===== src/rtl/regfile_dump_pkg.sv =====
// Shared constants for the 32x32 register file and the dump FSM state encoding.
package regfile_dump_pkg;

  localparam int REG_ADDR_W = 5;
  localparam int REG_DATA_W = 32;
  localparam int REG_NUM    = 32;

  typedef enum logic [2:0] {
    ST_IDLE = 3'd0,
    ST_READ = 3'd1,
    ST_SEND = 3'd2,
    ST_DONE = 3'd3,
    ST_CSUM = 3'd4
  } dump_state_e;

endpackage


===== src/rtl/regfile_dump_if.sv =====
// Output beat stream of the register dump: (addr, data, last) qualified by valid/ready.
// A beat transfers on a rising edge where valid && ready; once valid rises, addr/data/last
// hold stable and valid stays high until that transfer happens.
interface regfile_dump_if #(
  parameter int ADDR_W = regfile_dump_pkg::REG_ADDR_W,
  parameter int DATA_W = regfile_dump_pkg::REG_DATA_W
);
  logic              valid;
  logic              ready;
  logic [ADDR_W-1:0] addr;
  logic [DATA_W-1:0] data;
  logic              last;

  modport master (output valid, output addr, output data, output last, input ready);
  modport slave  (input valid, input addr, input data, input last, output ready);
endinterface


===== src/rtl/regfile_dump_csum.sv =====
// XOR accumulator over captured words; only built when REGDUMP_CSUM_EN is defined.
`ifdef REGDUMP_CSUM_EN
module regdump_csum
  import regfile_dump_pkg::*;
#(
  parameter int DATA_W = REG_DATA_W
) (
  input  logic              i_clk,
  input  logic              i_rst,
  input  logic              i_clr,
  input  logic              i_en,
  input  logic [DATA_W-1:0] i_word,
  output logic [DATA_W-1:0] o_acc
);
  logic [DATA_W-1:0] r_acc;

  always_ff @(posedge i_clk or posedge i_rst) begin
    if (i_rst) begin
      r_acc <= '0;
    end else if (i_clr) begin
      r_acc <= '0;
    end else if (i_en) begin
      r_acc <= r_acc ^ i_word;
    end
  end

  assign o_acc = r_acc;
endmodule
`endif


===== src/rtl/regfile_dump.sv =====
// Walks register-file read port 2 over addresses 0..NUM_REGS-1 and streams (addr, data) beats.
// Optional trailing XOR checksum beat when REGDUMP_CSUM_EN is defined.
module regfile_dump
  import regfile_dump_pkg::*;
#(
  parameter int ADDR_W   = REG_ADDR_W,
  parameter int DATA_W   = REG_DATA_W,
  parameter int NUM_REGS = REG_NUM
) (
  input  logic               i_clk,
  input  logic               i_rst,
  input  logic               i_start,
  output logic               o_busy,
  output logic               o_done,
  output logic [ADDR_W-1:0]  o_raddr,
  input  logic [DATA_W-1:0]  i_rdata,
  regfile_dump_if.master     m_beat,
  output dump_state_e        o_state
);
  localparam logic [ADDR_W-1:0] LAST_IDX = ADDR_W'(NUM_REGS - 1);

  dump_state_e       r_state;
  dump_state_e       w_next;
  logic [ADDR_W-1:0] r_idx;
  logic [ADDR_W-1:0] r_addr;
  logic [DATA_W-1:0] r_data;

  logic              w_valid;
  logic              w_last;
  logic              w_hs;
  logic [ADDR_W-1:0] w_addr;
  logic [DATA_W-1:0] w_data;

  assign w_hs = w_valid && m_beat.ready;

`ifdef REGDUMP_CSUM_EN
  logic [DATA_W-1:0] w_acc;

  regdump_csum #(.DATA_W(DATA_W)) u_csum (
    .i_clk  (i_clk),
    .i_rst  (i_rst),
    .i_clr  ((r_state == ST_IDLE) && i_start),
    .i_en   (r_state == ST_READ),
    .i_word (i_rdata),
    .o_acc  (w_acc)
  );
`endif

  always_ff @(posedge i_clk or posedge i_rst) begin
    if (i_rst) begin
      r_state <= ST_IDLE;
    end else begin
      r_state <= w_next;
    end
  end

  always_comb begin
    w_next = r_state;
    case (r_state)
      ST_IDLE: if (i_start) w_next = ST_READ;
      ST_READ: w_next = ST_SEND;
      ST_SEND: begin
        if (w_hs) begin
          if (r_idx == LAST_IDX) begin
`ifdef REGDUMP_CSUM_EN
            w_next = ST_CSUM;
`else
            w_next = ST_DONE;
`endif
          end else begin
            w_next = ST_READ;
          end
        end
      end
`ifdef REGDUMP_CSUM_EN
      ST_CSUM: if (w_hs) w_next = ST_DONE;
`endif
      ST_DONE: w_next = ST_IDLE;
      default: w_next = ST_IDLE;
    endcase
  end

  // Terminal compare precedes the increment, so idx never wraps past LAST_IDX.
  always_ff @(posedge i_clk or posedge i_rst) begin
    if (i_rst) begin
      r_idx  <= '0;
      r_addr <= '0;
      r_data <= '0;
    end else begin
      case (r_state)
        ST_IDLE: if (i_start) r_idx <= '0;
        ST_READ: begin
          r_addr <= r_idx;
          r_data <= i_rdata;
        end
        ST_SEND: if (w_hs && (r_idx != LAST_IDX)) r_idx <= r_idx + 1'b1;
        default: ;
      endcase
    end
  end

  always_comb begin
    o_busy  = (r_state != ST_IDLE);
    o_done  = (r_state == ST_DONE);
    o_raddr = (r_state == ST_READ) ? r_idx : '0;
    w_valid = (r_state == ST_SEND);
    w_addr  = r_addr;
    w_data  = r_data;
`ifdef REGDUMP_CSUM_EN
    w_last  = (r_state == ST_CSUM);
    if (r_state == ST_CSUM) begin
      w_valid = 1'b1;
      w_addr  = '0;
      w_data  = w_acc;
    end
`else
    w_last  = (r_state == ST_SEND) && (r_addr == LAST_IDX);
`endif
  end

  assign m_beat.valid = w_valid;
  assign m_beat.addr  = w_addr;
  assign m_beat.data  = w_data;
  assign m_beat.last  = w_last;
  assign o_state      = r_state;

endmodule


===== src/flat_wrapper.sv =====
// flat-port wrapper written by rule: the top's interface ports become plain ports
module regfile_dump_flat import regfile_dump_pkg::*;
#(
  parameter int ADDR_W   = REG_ADDR_W,
  parameter int DATA_W   = REG_DATA_W,
  parameter int NUM_REGS = REG_NUM
)
  (i_clk, i_rst, i_start, o_busy, o_done, o_raddr, i_rdata, o_state, m_beat_valid, m_beat_addr, m_beat_data, m_beat_last, m_beat_ready);
  regfile_dump_if #(.ADDR_W(ADDR_W), .DATA_W(DATA_W)) m_beat_i ();
  input  logic i_clk;
  input  logic i_rst;
  input  logic i_start;
  output logic o_busy;
  output logic o_done;
  output logic [ADDR_W-1:0] o_raddr;
  input  logic [DATA_W-1:0] i_rdata;
  output dump_state_e o_state;
  output wire logic [$bits(m_beat_i.valid)-1:0] m_beat_valid;
  output wire logic [$bits(m_beat_i.addr)-1:0] m_beat_addr;
  output wire logic [$bits(m_beat_i.data)-1:0] m_beat_data;
  output wire logic [$bits(m_beat_i.last)-1:0] m_beat_last;
  input wire logic [$bits(m_beat_i.ready)-1:0] m_beat_ready;
  assign m_beat_valid = m_beat_i.valid;
  assign m_beat_addr = m_beat_i.addr;
  assign m_beat_data = m_beat_i.data;
  assign m_beat_last = m_beat_i.last;
  assign m_beat_i.ready = m_beat_ready;
  regfile_dump #(.ADDR_W(ADDR_W), .DATA_W(DATA_W), .NUM_REGS(NUM_REGS)) u_core (.i_clk(i_clk), .i_rst(i_rst), .i_start(i_start), .o_busy(o_busy), .o_done(o_done), .o_raddr(o_raddr), .i_rdata(i_rdata), .m_beat(m_beat_i), .o_state(o_state));
endmodule

===== config.mk =====
export PLATFORM = sky130hd
export DESIGN_NAME = regfile_dump_flat
export DESIGN_NICKNAME = d
export VERILOG_FILES = /design/src/rtl/regfile_dump_pkg.sv /design/src/rtl/regfile_dump_if.sv /design/src/rtl/regfile_dump_csum.sv /design/src/rtl/regfile_dump.sv /design/src/flat_wrapper.sv
export SDC_FILE = /design/constraint.sdc
export NUM_CORES = 1
export LEC_CHECK = 0
export BUFFER_PORTS_ARGS = -buffer_cell sky130_fd_sc_hd__clkbuf_2
export CAP_MARGIN = 20
export CORE_ASPECT_RATIO = 1.4
export CORE_MARGIN = 3
export CORE_UTILIZATION = 41
export CTS_CLUSTER_DIAMETER = 100
export DETAILED_ROUTE_END_ITERATION = 10
export PLACE_DENSITY = 0.74
export SYNTH_ARGS = -nofsm -noshare
export SYNTH_HDL_FRONTEND = slang
export SYNTH_SLANG_ARGS = --single-unit
export TNS_END_PERCENT = 10

===== constraint.sdc =====
create_clock -name i_clk -period 1.94 [get_ports i_clk]
set_input_delay 0.485 -clock i_clk [delete_from_list [all_inputs] [get_ports i_clk]]
set_output_delay 0.485 -clock i_clk [all_outputs]
set_load 0.01 [all_outputs]

Word-level counts from Yosys, hierarchy flattened:

Cells that the tools add are included.

* equal/unequal tests: 9
* reduce and logical (&&, ||, !) cells: 8
* mux-type cells: 8
* add/subtract/negate cells: 1

Operators by type and width (number)
* 5-bit two-way mux: 3
* 5-bit == test, second input constant: 2
* 5-bit case mux with 2 select lines: 1
* 3-bit case mux with 3 select lines: 1
* 3-bit by 2-bit == test with 1-bit output, second input constant: 2
* 3-bit two-way mux: 2
* 2-bit inequality test, second input constant: 3
* 5-bit by 1-bit adder with 5-bit output, second input constant: 1
* 5-bit inequality test, second input constant: 1
* 3-bit by 1-bit == test with 1-bit output, second input constant: 1
* 1-bit logical AND: 3
* 3-bit logical NOT: 1
* 3-bit AND reduction: 1
* 3-bit nonzero test: 1
* 2-bit two-way mux: 1
* 2-bit AND reduction: 1
* 2-bit nonzero test: 1

* output and inout bits: 49
* register bits after elaboration: 45
* bits of input ports: 36

Depth between registers and ports, before layout:

* depth after elaboration: 5
* depth in mapped cells: 6
* depth with buffers taken out: 6

Worst setup path after synthesis:

Ideal clock, no wire load.

* path type: reg-to-reg
* start: register u_core.r_idx[0]
* end: register u_core.r_idx[3]
* path slack: 0.138 ns
* path buffers: 0
* stages on the path, launching flop included: 7
* data required time: 1.871 ns
* data arrival time: 1.733 ns
* clock period less this slack: 1.802 ns
* cells stage by stage: dfrtp_1 > ha_1 > and3_1 > ha_1 > nand2b_1 > or4_1 > nand3_1

* longest elaborated chain between the ends: 4
* elaborated cells between the ends (all ways): 7
* classes of those cells: 1 x add/sub; 2 x eq/ne; 2 x mux; 2 x reduce/logical

Ends and longest elaborated chain
* start: declaration: line regfile_dump.sv:24 `logic [ADDR_W-1:0] r_idx;`
* start signal: assignment: line regfile_dump.sv:96 `ST_SEND: if (w_hs && (r_idx != LAST_IDX)) r_idx <= r_idx + 1'b1;`
* parallel branches: the longest is 4 deep, another holds 5-bit by 1-bit adder with 5-bit output

Parallel ways; which one is timed is not known. The select of a mux whose other input is x is not followed.
A chain may end at the register's enable or synchronous reset.

Worst setup path in the final report:

Ends and elaborated chain as after synthesis.

==> summary.txt <==
Global routing
  – Largest net degree at the start of global routing: 45
  – GRT Overall Usage: about 17%
  – First-pass GRT wire length: 6980 um
  – Total gr overflow: 0
  – Vias in the first global route: about 1500
  – Initial antenna violation count: 0

Route
  – DRC Markers: 0
  – Starting DRT DRC Count: just over 70
  – Drt wl/cell: 11.8 um
  – Via count: around 1600
  – DR pass1 iterations: 3
  – Routed WL: 4050 um
  – Avg Vias per Cell: around 4.5
  – DRT antenna net count: 0

Final layout
  – Sequential Area: ~1100 sq um
  – FILL cells: between 400 and 500
  – Final nets: about 320
  – Layout cell share with drive strength beyond 1: approximately 37%
  – Diode count: 0
  – Multi-input logic area: slightly below 700 sq um
  – Area delta synth->final: 31.3%
  – Final Util: around 57%

Logic synthesis
  – XOR/XNOR Fraction of Synth Area: 0%
  – Syn nets: between 200 and 250
  – Post-synth top cells: nand2_1 (98), dfrtp_1 (44)
  – Synth top area share: between 50 and 60%
  – Synth Area in Adders: roughly 1.4%
  – Largest family of logic cells by synthesized area: simple AND/OR/NAND/NOR gates
  – Warnings, synthesis: 0
  – Synth Area in Simple Gates: 26.8%
  – Post-synthesis compound-gate area fraction: about 6.1%
  – Post-synthesis instance total: just under 200
  – Post-synth cell types: 24
  – Mapped cell area: about 1800 sq um
  – Post-synthesis mux area share: approximately 1.8%
  – Post-synth top flop: dfrtp_1
  – Synth area leader: dfrtp_1
  – EDFF count, synth: 0
  – Synth Register Bits: 44
  – Post-synthesis sequential area ratio: about three fifths
  – Synth top area cells: dfrtp_1 (60%), nand2_1 (20%), a22o_1 (2.9%)
  – Post-synthesis async set-or-reset flop share: 100%
  – Syn avg cell area: roughly 9.4 sq um
  – Most common cell in the netlist: nand2_1

Setup path
  – Critical Path End Type: flip-flop
  – Most used cell, CP: ha_1
  – Critical path arrival: approximately 2.1 ns
  – Critical Path RT: 2.16 ns
  – Worst R2R Setup Slack: about 0.046 ns
  – CP cell instances: ha_1 -> and3_1 -> ha_1 -> nand2b_2 -> or4_1 -> nand3_1
  – CP Class: flip-flop to flip-flop
  – Cells on worst reg2reg path: 6
  – RR Endpoint: u_core.r_idx[3]$_DFFE_PP0P_
  – Worst setup SP type: flip-flop
  – Worst r2r src: u_core.r_idx[0]$_DFFE_PP0P_
  – Crit-path slowest cell: or4_1
  – CP Max Fanout: 6
  – Slowest cell delay on critical path: around 0.50 ns

STA
  – Hold WS: 0.303 ns
  – Part of the cycle the worst path needs: between 90% and 100%
  – # setup viols final: 0
  – RSZ-0062 raised after global routing: true
  – Least-Margin Pin Slew: about 0.55 ns
  – Max Slew Vio Count: 0
  – Relative slew slack: 63.5%
  – Clk_skew: approximately 0.0055 ns
  – Final Hold Vio Count: 0
  – Maximum clock frequency: 528 MHz
  – Crit path time final: 1.89 ns

Clocking
  – Post-cts hold buffer count: 0
  – Total CTS buffers: 5
  – Htree depth: 2
  – CTS tree: done
  – Worst-Skew Late Latency: a little under 0.3 ns
  – Max Root-Sink Buffers: 2
  – Setup bufs post-CTS: 0
  – CTS-repair resized insts: 1
  – Root Buffer: clkbuf_8
  – CTS Sinks: 44
  – Clock Pin Slew Worst Setup and Hold Paths: around 0.08 ns

Pwr
  – P_int: roughly 2.2 mW
  – Comb pwr share: a little over two fifths
  – Worst vdd ir: between 0.7 and 0.8 mV
  – PwrDens: approximately 1500 nW/um^2
  – Clock share of power: around 15%
  – Switching Share: 38.8%
  – Flop pwr share: between 40% and 50%
  – NetSw: roughly 1.4 mW
  – Leak: approximately 1.5 nW

Die
  – Starting Density: approximately 43%
  – Row cnt: 28
  – Placeable core area: 4270 sq um
  – Ports: 85
  – Die ar.: around 5300 sq um
  – Die width: about 63 um
  – Die H: roughly 85 um

Placed design
  – Port bufs: 83
  – GP Congestion: around 0.8
  – HPWL after DPL: between 3000 and 4000 um

Status
  – Status: finished, final reports clean

Worst hold path
  – HP Class: input port to asynchronous set/reset pin

Flow run
  – Max_cap viols: 0
[cell usage in the layout (no fill, tap or decap), drive strengths merged]
cell / netlist / final
nand2: 98 / 98
clkbuf: 0 / 89
dfrtp: 44 / 44
buf: 10 / 8
a21o: 6 / 6
a22o: 6 / 6
and2: 6 / 6
nand3: 3 / 3
nand2b: 3 / 3
nor2: 2 / 2
mux2: 2 / 2
ha: 2 / 2
inv: 2 / 2
nor2b: 1 / 1
mux2i: 1 / 1
nor3b: 1 / 1
o21bai: 1 / 1
nand3b: 1 / 1
o211ai: 1 / 1
or4: 1 / 1
and3: 1 / 1
or2: 1 / 1
nor3: 1 / 1
conb: 1 / 1
clkinv: 0 / 1
[per-layer routing]
layer | track usage [%] | up-vias | wire, um
met5 | 0 | - | 0
met4 | 7.23 | 0 | 82
met3 | 3.18 | 5 | 193
met2 | 28.9 | 45 | 2160
met1 | 19.7 | 722 | 1610
li1 | - | 786 | -
[power groups by stage]
stage | clock (mW) | combinational, mW | sequential [mW]
after global placement | 0 | 1.53 | 1.57
after floorplan | 0 | 0.752 | 1.73
after global routing | 0.596 | 1.73 | 1.63
after detailed placement | 0 | 1.57 | 1.58
after CTS | 0.559 | 1.58 | 1.57
final | 0.534 | 1.53 | 1.57
[sequential cells by signal, indices dropped and copies added (netlist names)]
register,cells
u_core.r_idx,5
u_core.m_beat.data,32
u_core.m_beat.addr,5
u_core.o_state,2
[worst max-delay path, delay by kind of cell, from the launching register on]
family,cells,cell delay [ns]
flops,1,0.39
simple gates,4,1.01
fa+ha+maj,2,0.42
[area by class of cell]
type / instances / share of cell area [%]
tap: 60 / 3.11
clock buffer: 6 / 3.00
clock inverter: 1 / 0.207
inverter: 2 / 0.311
sequential: 44 / 45.7
timing repair buffer: 91 / 19.7
multi-input combinational: 139 / 28.0
[kinds of logic (layout without fill, tap and decap cells)]
kind of cell | count (synthesis) | after routing
buffers and inverters | 12 | 100
AND/OR/NAND/NOR | 119 | 119
multiplexers | 3 | 3
AO/OA/AOI/OAI | 14 | 14
adder cells (fa/ha/maj) | 2 | 2
other | 1 | 1
flip-flops | 44 | 44
[worst max path at each step]
stage | start | end
after global routing | u_core.r_idx[0]$_DFFE_PP0P_ | u_core.r_idx[3]$_DFFE_PP0P_
after global placement | u_core.r_idx[0]$_DFFE_PP0P_ | u_core.r_idx[3]$_DFFE_PP0P_
final | u_core.r_idx[0]$_DFFE_PP0P_ | u_core.r_idx[3]$_DFFE_PP0P_
after floorplan | u_core.r_idx[0]$_DFFE_PP0P_ | u_core.r_idx[3]$_DFFE_PP0P_
after detailed placement | u_core.r_idx[0]$_DFFE_PP0P_ | u_core.r_idx[3]$_DFFE_PP0P_
after CTS | u_core.o_state[1]$_DFFE_PP0P_ | o_busy
[through the flow]
stage | std cells | total power [mW] | worst slack, ns | TNS [ns] | instance area (sq um)
6_report | 343 | 3.63 | 0.0462 | 0 | 2420
5_1_grt | 343 | 3.96 | -0.00589 | -0.00589 | 2420
4_1_cts | 343 | 3.70 | 0.0189 | 0 | 2410
3_5_place_dp | 336 | 3.14 | 0.0637 | 0 | 2330
3_3_place_gp | 336 | 3.09 | 0.130 | 0 | 2330
2_1_floorplan | 195 | 2.48 | 0.138 | 0 | 1840
No activity file was read; power rests on OpenSTA's default activity.
